<file path="config.mk">
export PLATFORM = sky130hd
export DESIGN_NAME = acq_search_ctrl
export DESIGN_NICKNAME = d
export VERILOG_FILES = /design/src/rtl/acq_search_ctrl.sv
export SDC_FILE = /design/constraint.sdc
export NUM_CORES = 1
export LEC_CHECK = 0
export ABC_AREA = 1
export BUFFER_PORTS_ARGS = -buffer_cell sky130_fd_sc_hd__buf_2
export CAP_MARGIN = 20
export CORE_UTILIZATION = 40
export CTS_CLUSTER_DIAMETER = 40
export DETAILED_ROUTE_END_ITERATION = 6
export PLACE_DENSITY = 0.68
export SKIP_LAST_GASP = 1
export SYNTH_ARGS = -nofsm -noshare
export SYNTH_HDL_FRONTEND = slang
export SYNTH_SLANG_ARGS = --single-unit
</file>
<file path="constraint.sdc">
create_clock -name clk_i -period 5.55 [get_ports clk_i]
set_input_delay 1.665 -clock clk_i [delete_from_list [all_inputs] [get_ports clk_i]]
set_output_delay 1.665 -clock clk_i [all_outputs]
set_load 0.02 [all_outputs]
</file>
<file path="src/rtl/acq_search_ctrl.sv">
// acq_search_ctrl: sweeps enabled PRNs over all Doppler bins, tracks best peak per PRN and flags detections.
module acq_search_ctrl #(
   parameter int NUM_SAT  = 32,
   parameter int NUM_BINS = 21,
   parameter int PEAK_W   = 32,
   parameter int PHASE_W  = 11,
   parameter int TIMEOUT  = 65535
) (
   input  logic                        clk_i,
   input  logic                        reset_i,
   input  logic                        start_i,
   input  logic                        abort_i,
   input  logic [NUM_SAT-1:0]          sat_mask_i,
   input  logic [PEAK_W-1:0]           threshold_i,
   output logic                        busy_o,
   output logic                        done_o,
   output logic                        timeout_err_o,
   output logic [NUM_SAT-1:0]          detected_sat_o,
   output logic                        eng_start_o,
   output logic [4:0]                  eng_prn_o,
   output logic [$clog2(NUM_BINS)-1:0] eng_bin_o,
   input  logic                        eng_done_i,
   input  logic [PEAK_W-1:0]           eng_peak_i,
   input  logic [PHASE_W-1:0]          eng_phase_i,
   output logic                        res_valid_o,
   output logic [4:0]                  res_prn_o,
   output logic [$clog2(NUM_BINS)-1:0] res_bin_o,
   output logic [PHASE_W-1:0]          res_phase_o,
   output logic [PEAK_W-1:0]           res_peak_o
);
   localparam int BW = $clog2(NUM_BINS);
   localparam int CW = $clog2(TIMEOUT + 1);
   typedef enum logic [2:0] {IDLE, SELECT, LAUNCH, WAIT, EVAL, REPORT, FINISH} state_t;
   state_t               state_q, state_d;
   logic [4:0]           prn_q, prn_d, res_prn_q, res_prn_d;
   logic [BW-1:0]        bin_q, bin_d, best_bin_q, best_bin_d, res_bin_q, res_bin_d, nb_bin;
   logic [NUM_SAT-1:0]   mask_q, mask_d, det_q, det_d, prn_oh;
   logic [PEAK_W-1:0]    thr_q, thr_d, pk_q, pk_d, best_pk_q, best_pk_d, res_pk_q, res_pk_d, nb_pk;
   logic [PHASE_W-1:0]   ph_q, ph_d, best_ph_q, best_ph_d, res_ph_q, res_ph_d, nb_ph;
   logic [CW-1:0]        cnt_q, cnt_d;
   logic                 terr_q, terr_d, prn_last, bin_last, upd;
   assign prn_oh   = NUM_SAT'(1) << prn_q;
   assign prn_last = prn_q == 5'(NUM_SAT - 1);
   assign bin_last = bin_q == BW'(NUM_BINS - 1);
   // strict compare keeps the earliest bin on equal peaks
   assign upd      = pk_q > best_pk_q;
   assign nb_pk    = upd ? pk_q : best_pk_q;
   assign nb_bin   = upd ? bin_q : best_bin_q;
   assign nb_ph    = upd ? ph_q : best_ph_q;
   assign busy_o         = state_q != IDLE && state_q != FINISH;
   assign done_o         = state_q == FINISH;
   assign eng_start_o    = state_q == LAUNCH && !abort_i;
   assign res_valid_o    = state_q == REPORT && !abort_i;
   assign timeout_err_o  = terr_q;
   assign detected_sat_o = det_q;
   assign eng_prn_o      = prn_q;
   assign eng_bin_o      = bin_q;
   assign res_prn_o      = res_prn_q;
   assign res_bin_o      = res_bin_q;
   assign res_phase_o    = res_ph_q;
   assign res_peak_o     = res_pk_q;
   always_comb begin
      state_d    = state_q;
      prn_d      = prn_q;
      bin_d      = bin_q;
      mask_d     = mask_q;
      thr_d      = thr_q;
      det_d      = det_q;
      terr_d     = terr_q;
      cnt_d      = cnt_q;
      pk_d       = pk_q;
      ph_d       = ph_q;
      best_pk_d  = best_pk_q;
      best_bin_d = best_bin_q;
      best_ph_d  = best_ph_q;
      res_prn_d  = res_prn_q;
      res_bin_d  = res_bin_q;
      res_ph_d   = res_ph_q;
      res_pk_d   = res_pk_q;
      if (abort_i && busy_o) state_d = IDLE;
      else case (state_q)
         IDLE: if (start_i && !abort_i) begin
            mask_d  = sat_mask_i;
            thr_d   = threshold_i;
            det_d   = '0;
            terr_d  = 1'b0;
            prn_d   = '0;
            state_d = SELECT;
         end
         SELECT: if (|(mask_q & prn_oh)) begin
            bin_d      = '0;
            best_pk_d  = '0;
            best_bin_d = '0;
            best_ph_d  = '0;
            state_d    = LAUNCH;
         end else begin
            state_d = prn_last ? FINISH : SELECT;
            prn_d   = prn_last ? prn_q : prn_q + 5'd1;
         end
         LAUNCH: begin
            cnt_d   = '0;
            state_d = WAIT;
         end
         WAIT: if (eng_done_i) begin
            pk_d    = eng_peak_i;
            ph_d    = eng_phase_i;
            state_d = EVAL;
         end else if (cnt_q == CW'(TIMEOUT - 1)) begin
            terr_d  = 1'b1;
            pk_d    = '0;
            ph_d    = '0;
            state_d = EVAL;
         end else cnt_d = cnt_q + CW'(1);
         EVAL: begin
            best_pk_d  = nb_pk;
            best_bin_d = nb_bin;
            best_ph_d  = nb_ph;
            if (!bin_last) begin
               bin_d   = bin_q + BW'(1);
               state_d = LAUNCH;
            end else if (nb_pk >= thr_q) begin
               det_d     = det_q | prn_oh;
               res_prn_d = prn_q;
               res_bin_d = nb_bin;
               res_ph_d  = nb_ph;
               res_pk_d  = nb_pk;
               state_d   = REPORT;
            end else begin
               state_d = prn_last ? FINISH : SELECT;
               prn_d   = prn_last ? prn_q : prn_q + 5'd1;
            end
         end
         REPORT: begin
            state_d = prn_last ? FINISH : SELECT;
            prn_d   = prn_last ? prn_q : prn_q + 5'd1;
         end
         FINISH: state_d = IDLE;
         default: state_d = IDLE;
      endcase
   end
   always_ff @(posedge clk_i) begin
      if (reset_i) begin
         state_q    <= IDLE;
         prn_q      <= '0;
         bin_q      <= '0;
         mask_q     <= '0;
         thr_q      <= '0;
         det_q      <= '0;
         terr_q     <= 1'b0;
         cnt_q      <= '0;
         pk_q       <= '0;
         ph_q       <= '0;
         best_pk_q  <= '0;
         best_bin_q <= '0;
         best_ph_q  <= '0;
         res_prn_q  <= '0;
         res_bin_q  <= '0;
         res_ph_q   <= '0;
         res_pk_q   <= '0;
      end else begin
         state_q    <= state_d;
         prn_q      <= prn_d;
         bin_q      <= bin_d;
         mask_q     <= mask_d;
         thr_q      <= thr_d;
         det_q      <= det_d;
         terr_q     <= terr_d;
         cnt_q      <= cnt_d;
         pk_q       <= pk_d;
         ph_q       <= ph_d;
         best_pk_q  <= best_pk_d;
         best_bin_q <= best_bin_d;
         best_ph_q  <= best_ph_d;
         res_prn_q  <= res_prn_d;
         res_bin_q  <= res_bin_d;
         res_ph_q   <= res_ph_d;
         res_pk_q   <= res_pk_d;
      end
   end
endmodule

</file>
==> flow_summary_export.csv, run 1 <==
group,metric,value,unit
setup_path,startpoint_type,"flop",
power,power.density,493,mW/mm^2
sta,skew,0.0301,ns
yosys,yosysWarnings,0,
cells_and_area,nets,2405,
setup_path,path_class,"reg -> reg",
drt,routed_via_density,5.21,
cells_and_area,final_cell_mix,"nand2_1, dfxtp_1, nand3_1, inv_1, nor2_1",
cells_and_area,drive_gt1_share,15.3,%
place,place.detailed.hpwl,27600,um
grt,track_usage,22.9,%
drt,drt_first_iter_violations,967,
setup_path,cp_max_fo,79,
place,post-place-ws,0.524,ns
floorplan,die_width,190,um
setup_path,crit_required,5.96,ns
place,numPortBuffers,211,
sta,grt_setup_unrepaired,"false",
drt,wl_per_cell,15.4,um
sta,fin_crit,4.76,ns
floorplan,std_cell_rows,68,
sta,post-route-period-util,85.7,%
drt,wl,41600,um
grt,grt_max_degree,94,
sta,hold_violations,0,
setup_path,critPathArrivalTime,5.17,ns
clock_network,cts_tree,"done",
drt,vias,14100,
setup_path,critPathCaptureType,"flop",
power,vdd_drop_max,537,uV
clock_network,ctsRootBufferMaster,"clkbuf_16",
sta,postLayoutSetupSlackWorst,0.791,ns
sta,setup_tns,0,ns
cells_and_area,area_delta_synth_final,19.9,%
floorplan,ios,212,
grt,grt_pass1_vias,13400,
drt,drc,0,
sta,fmax,210,MHz
sta,max-slew-margin-rel,31.1,%
sta,tightest_slew,1.03,ns
yosys,avgSynthCellArea,6.84,sq um
yosys,postSynthCellCount,2068,
sta,maxSlewViolCount,0,
grt,grt_pass1_wl,67200,um
clock_network,cts_setup_buffers,0,
run_status,outcome,"completed",
clock_network,numCtsBuffers,45,
clock_network,postCtsHoldBufs,0,
drt,ant_nets,0,
clock_network,cts_sinks,270,
run,drv_cap,0,
yosys,netlist_area,0.0141,sq mm
yosys,ys_ff_latch,270,
drt,drtPass1Iterations,5,
floorplan,core,0.0346,sq mm
clock_network,clkLatencyLatePin,0.57,ns
place,gp_congestion,0.867,
yosys,yosysUniqueCellTypes,38,
power,power.leakage,7.82,nW
clock_network,clock_path_buffers,3,
yosys,syn-num-nets,2255,
hold_path,holdCritPathClass,"reg -> reg",
cells_and_area,final_common_cell,"nand2_1",
clock_network,htree_levels,2,
floorplan,initial_utilization,40.8,%
floorplan,die-area,0.0361,sq mm
grt,antenna_found_initial,0,
clock_network,clk_pin_slew,0.06,ns
sta,setup_viol,0,
floorplan,dieHeight,190,um
yosys,synth_seq_area_share,38.2,%
grt,gr-total-overflow,0,
[worst paths after layout]
kind / startpoint / end / slack, ns / depth (start not counted)
setup / recovery: best_pk_q[31] / detected_sat_o[11] / 0.79 / 22
hold / removal: detected_sat_o[2] / detected_sat_o[2] / 0.45 / 2
setup reg to reg: best_pk_q[31] / detected_sat_o[11] / 0.79 / 22
hold reg to reg: detected_sat_o[2] / detected_sat_o[2] / 0.45 / 2
[layer usage]
layer / wire length, um / share of wire (%) / track usage [%] / up-vias
li1: - / - / - / 7062
met1: 18600 / 45 / 29.8 / 6485
met2: 18700 / 45 / 37.3 / 485
met3: 3050 / 7.3 / 3.98 / 87
met4: 1250 / 3.0 / 9.12 / 0
met5: 0 / 0 / 0 / -
[sequential cells by signal (all words and copies together) (netlist names)]
register and cells:
best_pk_q 32, detected_sat_o 32, mask_q 32, pk_q 32, res_peak_o 32, thr_q 32, cnt_q 16, best_ph_q 11
ph_q 11, res_phase_o 11, best_bin_q 5, eng_bin_o 5, eng_prn_o 5, res_bin_o 5, res_prn_o 5, state_q 3
timeout_err_o 1
[critical path, cell delays in order (launching register included)]
cell	delay, ns
dfxtp_1	0.34
inv_1	0.07
ha_1	0.29
nand2_1	0.07
nor2_1	0.15
nand2_1	0.10
nor3_1	0.24
nand2_1	0.11
nand2_2	0.08
buf_4	0.65
nand3_1	0.19
nand2_1	0.13
ha_1	0.24
a21oi_1	0.18
o21ai_0	0.12
a21oi_1	0.23
nand2_1	0.15
nand2_1	0.17
nand2_1	0.11
nand2_1	0.23
nand2_2	0.41
nand3_1	0.20
a21oi_1	0.08
[area by class of cell]
class / instances / area [sq um]
diodes: 2 / 5.00
clock buffers: 52 / 1190
clock inverters: 29 / 392
fillers: 3409 / 17700
inverters: 273 / 1020
multi-input cells: 1402 / 7160
flip-flops and latches: 270 / 5410
well taps: 455 / 569
repair buffers: 226 / 1210
[Yosys cell counts]
cell type  number  area share, %
clkbuf_1       59            1.6
xnor2_1         2           0.12
buf_1          11           0.29
o21ai_0        84            3.0
and2_1          1          0.044
nor3b_1         1          0.053
nor2_2          4           0.18
dfxtp_1       270             38
clkbuf_2        1          0.035
buf_6           5           0.40
a31oi_1         2          0.088
nor3_2          2           0.14
a21oi_2         1          0.062
o21ai_1         2          0.071
nor4_1          1          0.044
nor3_4          1           0.12
nand2_1       363            9.6
o211ai_1        1          0.053
o21ai_2         1          0.062
nor2_1        252            6.7
nand3_2         2           0.14
inv_2          11           0.29
inv_1         262            7.0
o21a_1          2           0.11
nor3_1         25           0.88
nand2_4         2           0.16
a21oi_4         2           0.23
buf_2          38            1.3
nand3_1       267            9.4
nand4_1        39            1.7
a21o_1          2           0.11
a211oi_1       44            2.3
nand2_2         7           0.31
buf_4           9           0.48
xor2_1          9           0.56
nor2_4          2           0.16
a21oi_1       206            7.3
ha_1           75            6.6
[metrics by stage]
stage	std cells	power (mW)	area, sq um	utilization (%)	hold WS [ns]
floorplan	2068	4.64	14100	-	0.434
global placement	2626	5.36	15400	44.4	0.436
detailed placement	2626	5.41	15400	44.4	0.439
CTS	2707	8.38	17000	48.9	0.447
global route	2707	8.89	17000	49.0	0.467
finish	2709	8.36	17000	49.0	0.446
[timing repair]
action                     CTS  global route
gates resized for setup      0             1
hold endpoints to repair     0             0
setup endpoints to repair    0            32
[power breakdown]
part / internal (mW) / switching, mW / leakage, nW
registers: 2.21 / 0.161 / 2.19
logic: 0.829 / 2.22 / 4.87
clock network: 1.89 / 1.05 / 0.761
total: 4.92 / 3.43 / 7.82
[cells by family (layout without fill, tap and decap cells)]
group / Yosys count / count (layout) / share of synthesized area, %
AO/OA/AOI/OAI: 347 / 347 / 13.4
flip-flops: 270 / 270 / 38.2
other: 0 / 2 / 0
adder cells (fa/ha/maj): 75 / 75 / 6.64
AND/OR/NAND/NOR: 969 / 969 / 29.7
XOR/XNOR: 11 / 11 / 0.681
buffers and inverters: 396 / 580 / 11.4
Power figures use the tool's default switching activity.
==> inputs of run 2 (changes only) <==
--- a/config.mk
+++ b/config.mk
@@ -5,14 +5,14 @@
 export SDC_FILE = /design/constraint.sdc
 export NUM_CORES = 1
 export LEC_CHECK = 0
-export ABC_AREA = 1
 export BUFFER_PORTS_ARGS = -buffer_cell sky130_fd_sc_hd__buf_2
 export CAP_MARGIN = 20
 export CORE_UTILIZATION = 40
 export CTS_CLUSTER_DIAMETER = 40
 export DETAILED_ROUTE_END_ITERATION = 6
-export PLACE_DENSITY = 0.68
+export PLACE_DENSITY = 0.69
 export SKIP_LAST_GASP = 1
+export SLEW_MARGIN = 5
 export SYNTH_ARGS = -nofsm -noshare
 export SYNTH_HDL_FRONTEND = slang
 export SYNTH_SLANG_ARGS = --single-unit
==> run 2 against run 1 <==
  * Global-route usage shrank 1.1 points
  * Sequential cell count is the same
  * Non-clock buffer count grew 4
  * Area after synthesis shrank 12%
  * Sequential share of layout area grew 3.5 points
  * Setup slack lost 0.51 ns
==> flow_summary_export.csv, run 2 <==
group,metric,value,unit
clock_network,cts_resized,0,
grt,track_usage,21.8,%
power,power.leakage,6.50,nW
setup_path,startpoint_type,"flop",
sta,setup_tns,0,ns
cells_and_area,fillers,2913,
grt,antenna_found_initial,2,
setup_path,path_buf_inv,3,
floorplan,die-area,0.0318,sq mm
yosys,yosysUniqueCellTypes,59,
drt,wl_per_cell,17.6,um
yosys,ys_top_cells_by_count,"dfxtp_1, nand2_1, a21oi_1",
yosys,synthMostInstantiatedCell,"dfxtp_1",
sta,setup_viol,0,
clock_network,clkLatencyLatePin,0.52,ns
floorplan,ios,212,
sta,skew,0.0120,ns
setup_path,critPathArrivalTime,5.67,ns
yosys,yosys.area.top_type,"dfxtp_1",
sta,tightest_slew,1.11,ns
setup_path,reg2reg_depth,17,
place,numPortBuffers,211,
yosys,netlist_area,0.0124,sq mm
sta,fin_crit,5.27,ns
sta,maxSlewViolCount,0,
drt,vias,10900,
yosys,avgSynthCellArea,8.90,sq um
yosys,synth_seq_area_share,43.5,%
clock_network,cts_tree,"done",
hold_path,hold_start,"mask_q[20]",
setup_path,path_class,"reg -> reg",
cells_and_area,final_cell_mix,"dfxtp_1, nand2_1, buf_2, a21oi_1, inv_1",
setup_path,r2r_start,"best_pk_q[30]",
yosys,yosysWarnings,0,
setup_path,crit_required,5.96,ns
cells_and_area,drive_gt1_share,23.9,%
power,power,4.96,mW
clock_network,htree_levels,2,
drt,ant_nets,0,
yosys,synth-main-ff-cell,"dfxtp_1",
floorplan,dieHeight,178,um
cells_and_area,final_common_cell,"dfxtp_1",
setup_path,critPathCaptureType,"flop",
drt,wl,35200,um
hold_path,hold_depth,2,
setup_path,crit_chain,"inv_1 -> ha_1 -> nand4_1 -> nor4_1 -> nand3_1 -> o31ai_4 -> buf_4 -> mux2_2 -> ha_1 -> a21oi_1 -> o21ai_0 -> a221o_1 -> o21a_1 -> o311ai_0 -> nor4_2 -> buf_4 -> a32o_1",
clock_network,numCtsBuffers,41,
clock_network,clock_path_buffers,3,
grt,grt_pass1_vias,10600,
setup_path,cp_max_fo,32,
cells_and_area,nets,1758,
sta,max-slew-margin-rel,26.2,%
run,drv_cap,0,
drt,drc,0,
yosys,syn-num-nets,1582,
place,gp_congestion,0.826,
floorplan,die_width,178,um
clock_network,cts_setup_buffers,0,
clock_network,postCtsHoldBufs,0,
setup_path,max_stage_delay,0.63,ns
yosys,ys_ff_latch,270,
floorplan,initial_utilization,40.6,%
hold_path,holdCritPathClass,"reg -> reg",
cells_and_area,final_cells,2001,
run_status,outcome,"completed",
power,vdd_drop_max,171,uV
yosys,synth_top_area_share,43.5,%
yosys,synth_edf_count,0,
drt,drtPass1Iterations,5,
cells_and_area,area_delta_synth_final,22.9,%
setup_path,timing.rr.end,"detected_sat_o[12]",
drt,routed_via_density,5.46,
sta,fmax,190,MHz
grt,gr-total-overflow,0,
sta,hold_violations,0,
setup_path,critical-path-top-delay-family,"compound AO/OA/AOI/OAI gates",
hold_path,holdPathEnd,"mask_q[20]",
floorplan,core,0.0306,sq mm
setup_path,regToRegSetupSlack,0.28,ns
setup_path,cp_slowest_cell,"nor4_1",
place,place.detailed.hpwl,23900,um
grt,grt_pass1_wl,55000,um
floorplan,std_cell_rows,64,
yosys,ys_async_sr_fraction,0,%
place,dp.cells,1924,
yosys,synthTopCellsByArea,"dfxtp_1, ha_1, nand2_1",
power,power.density,325,mW/mm^2
clock_network,clk_pin_slew,0.05,ns
grt,grt_max_degree,94,
yosys,postSynthCellCount,1395,
sta,grt_setup_unrepaired,"false",
clock_network,ctsRootBufferMaster,"clkbuf_16",
clock_network,cts_sinks,270,
sta,post-route-period-util,94.9,%
drt,drt_first_iter_violations,828,
[run 2: cell types whose count changed after synthesis, moves of 33 or more]
cell	change
a21oi_1	-64
a22o_1	+52
inv_1	-185
mux2_2	+34
nand2_1	-150
nand3_1	-197
nor2_1	-190
o21ai_0	-67
o311a_1	+33
[run 2: kinds of logic (layout without fill, tap and decap cells)]
logic type	Yosys count	count (layout)	synth area share, %
AO/OA/AOI/OAI	342	342	19.6
XOR/XNOR	18	18	1.27
adder cells (fa/ha/maj)	75	75	7.56
buffers and inverters	175	384	5.87
flip-flops	270	270	43.5
multiplexers	62	62	5.34
other	0	1	0
AND/OR/NAND/NOR	453	453	16.8
[run 2: through the flow]
stage / hold WS [ns] / worst slack (ns) / util (%) / area, sq um
floorplan: 0.432 / 1.08 / - / 12400
global placement: 0.439 / 0.527 / 44.9 / 13700
detailed placement: 0.447 / 0.381 / 45.0 / 13800
CTS: 0.453 / 0.356 / 49.9 / 15300
global route: 0.469 / 0.0501 / 49.9 / 15300
finish: 0.450 / 0.284 / 49.9 / 15300
[run 2: how the worst max path moves through the flow]
stage                                     to  slack (ns)  cells after the start          start
after floorplan           detected_sat_o[16]        1.08                     19  best_pk_q[14]
after global placement    detected_sat_o[28]        0.53                     17  best_pk_q[30]
after detailed placement  detected_sat_o[30]        0.38                     17  best_pk_q[30]
after CTS                 detected_sat_o[12]        0.36                     17  best_pk_q[30]
after global routing      detected_sat_o[12]        0.05                     17  best_pk_q[30]
final                     detected_sat_o[12]        0.28                     17  best_pk_q[30]
[run 2: layout make-up]
type / instances / area, sq um / area share, %
antenna: 1 / 2.50 / 0.0164
clock buffer: 50 / 1150 / 7.55
clock inverter: 26 / 339 / 2.22
inverter: 78 / 293 / 1.92
multi-input combinational: 950 / 6330 / 41.5
sequential: 270 / 5410 / 35.4
tap: 396 / 495 / 3.25
timing repair buffer: 230 / 1240 / 8.12
[run 2: power breakdown]
group	switching [mW]	total, mW	internal [mW]
clock network	0.976	2.76	1.78
registers	0.0138	1.98	1.96
logic	0.147	0.222	0.0749
[run 2: routing by layer]
| layer | vias to the layer above | wire length (um) | GRT usage (%) |
|---|---|---|---|
| li1 | 5342 | - | - |
| met1 | 5204 | 15900 | 28.3 |
| met2 | 310 | 16100 | 35.1 |
| met3 | 71 | 2260 | 4.84 |
| met4 | 2 | 1010 | 7.98 |
| met5 | - | 13 | 0 |
[run 2: worst min-delay path: cells and delay by family, from the launching register on]
family | cells | cell delay, ns
AOI/OAI and AO/OA | 1 | 0.05
DFF | 1 | 0.30
and+or+nand+nor | 1 | 0.05
==> inputs of run 3 (changes only) <==
--- a/config.mk
+++ b/config.mk
@@ -5,7 +5,7 @@
 export SDC_FILE = /design/constraint.sdc
 export NUM_CORES = 1
 export LEC_CHECK = 0
-export BUFFER_PORTS_ARGS = -buffer_cell sky130_fd_sc_hd__buf_2
+export BUFFER_PORTS_ARGS = -buffer_cell sky130_fd_sc_hd__buf_4
 export CAP_MARGIN = 20
 export CORE_UTILIZATION = 40
 export CTS_CLUSTER_DIAMETER = 40
==> run 3 against run 2 <==
  * Critical path depth stayed put
  * Sequential share of layout area is 1.1 points lower
  * Largest cell class unchanged
  * Clock skew is 0.0036 ns higher
  * Power is 1.5% lower
==> flow_summary_export.csv, run 3 (same netlist as run 2, synthesis figures left out) <==
group,metric,value,unit
sta,grt_setup_unrepaired,"false",
grt,grt_max_degree,88,
setup_path,cp_max_fo,32,
drt,routed_via_density,5.46,
clock_network,postCtsHoldBufs,0,
drt,drc,0,
cells_and_area,final_cells,2000,
sta,holdWs,0.452,ns
setup_path,cp_slowest_cell,"nor4_1",
cells_and_area,nets,1760,
floorplan,core,0.0306,sq mm
sta,fmax,197,MHz
clock_network,ctsRootBufferMaster,"clkbuf_16",
drt,ant_nets,0,
drt,wl,35100,um
hold_path,holdCritPathClass,"reg -> reg",
clock_network,clkLatencyLatePin,0.52,ns
grt,grt_pass1_vias,10500,
floorplan,die_width,178,um
grt,grt_pass1_wl,55100,um
power,power.leakage,6.57,nW
power,vdd_drop_max,209,uV
sta,fin_crit,5.09,ns
place,gp_congestion,0.856,
sta,setup_viol,0,
floorplan,ios,212,
setup_path,path_class,"reg -> reg",
setup_path,startpoint_type,"flop",
drt,wl_per_cell,17.5,um
power,power.density,310,mW/mm^2
drt,drtPass1Iterations,5,
clock_network,cts_setup_buffers,0,
cells_and_area,fin_area,0.0157,sq mm
grt,antenna_found_initial,1,
sta,tightest_slew,1.03,ns
cells_and_area,fillers,2854,
clock_network,clk_pin_slew,0.05,ns
drt,drt_first_iter_violations,706,
sta,skew,0.0155,ns
setup_path,critical-path-top-delay-family,"compound AO/OA/AOI/OAI gates",
place,placed_area,0.0143,sq mm
sta,hold_violations,0,
run,drv_cap,0,
sta,maxSlewViolCount,0,
cells_and_area,final_cell_mix,"dfxtp_1, buf_4, nand2_1, a21oi_1, inv_1",
sta,post-route-period-util,91.7,%
setup_path,max_stage_delay,0.58,ns
floorplan,die-area,0.0318,sq mm
clock_network,htree_levels,2,
grt,gr-total-overflow,0,
setup_path,critPathArrivalTime,5.50,ns
floorplan,std_cell_rows,64,
clock_network,numCtsBuffers,42,
clock_network,clock_path_buffers,3,
cells_and_area,area_delta_synth_final,26.7,%
sta,setup_tns,0,ns
cells_and_area,num_antenna_cells,0,
sta,max-slew-margin-rel,31.3,%
grt,track_usage,21.9,%
setup_path,crit_chain,"inv_1 -> ha_1 -> nand4_1 -> nor4_1 -> nand3_1 -> o31ai_4 -> buf_4 -> mux2_2 -> ha_1 -> a21oi_1 -> o21ai_0 -> a221o_1 -> o21a_1 -> o311ai_0 -> nor4_2 -> buf_4 -> a32o_1",
cells_and_area,drive_gt1_share,23.9,%
drt,vias,10900,
run_status,outcome,"completed",
cells_and_area,regArea,0.00541,sq mm
clock_network,cts_sinks,270,
setup_path,path_buf_inv,3,
clock_network,cts_tree,"done",
clock_network,cts_resized,0,
floorplan,initial_utilization,40.6,%
cells_and_area,multi_input_area,0.00633,sq mm
cells_and_area,final_common_cell,"dfxtp_1",
place,place.detailed.hpwl,24200,um
floorplan,dieHeight,178,um
place,dp.cells,1925,
setup_path,crit_required,5.96,ns
setup_path,critPathCaptureType,"flop",
place,numPortBuffers,211,
==> run 3: cell types whose count changed in the layout (fill, tap and decap cells not counted), sizes merged <==
cell,before,now
diode,1,0
clkbuf,50,54
inv,85,84
clkinvlp,4,2
buf,230,231
bufinv,6,3
clkinv,9,10
==> run 3: path summary, 6_finish.rpt <==
path | slack (ns) | startpoint | cells past startpoint | end
setup / recovery | 0.46 | best_pk_q[27] | 17 | detected_sat_o[30]
hold / removal | 0.45 | mask_q[21] | 2 | mask_q[21]
setup reg to reg | 0.46 | best_pk_q[27] | 17 | detected_sat_o[30]
hold reg to reg | 0.45 | mask_q[21] | 2 | mask_q[21]
==> run 3: power by group <==
group | leakage, nW | internal (mW) | total [mW] | switching, mW
Combinational | 3.67 | 0.0991 | 0.244 | 0.145
Sequential | 2.18 | 1.96 | 1.98 | 0.0141
Clock | 0.717 | 1.71 | 2.66 | 0.948
==> run 3: routing by layer <==
| layer | track usage (%) | vias up | share of wire [%] |
|---|---|---|---|
| li1 | - | 5354 | - |
| met1 | 28.9 | 5209 | 45 |
| met2 | 35.4 | 290 | 46 |
| met3 | 4.54 | 72 | 6.5 |
| met4 | 7.38 | 2 | 2.7 |
| met5 | 0 | - | 0.037 |
==> run 3: layout make-up <==
class	instances	area share, %
timing repair buffer	231	11.2
tap	396	3.15
sequential	270	34.3
inverter	78	1.86
multi-input combinational	950	40.2
clock inverter	21	1.42
clock buffer	54	7.82
==> run 3: worst min-delay path, delay by kind of cell, from the launching register on <==
kind	cells	cell delay, ns
compound gates	1	0.05
simple gates	1	0.05
flops	1	0.30
==> run 3: metrics by stage <==
step	worst slack (ns)	power, mW	utilization [%]
floorplan	1.08	2.14	-
global placement	0.677	2.26	46.7
detailed placement	0.509	2.26	46.7
CTS	0.505	4.93	51.4
global route	0.0929	5.04	51.4
finish	0.462	4.88	51.4
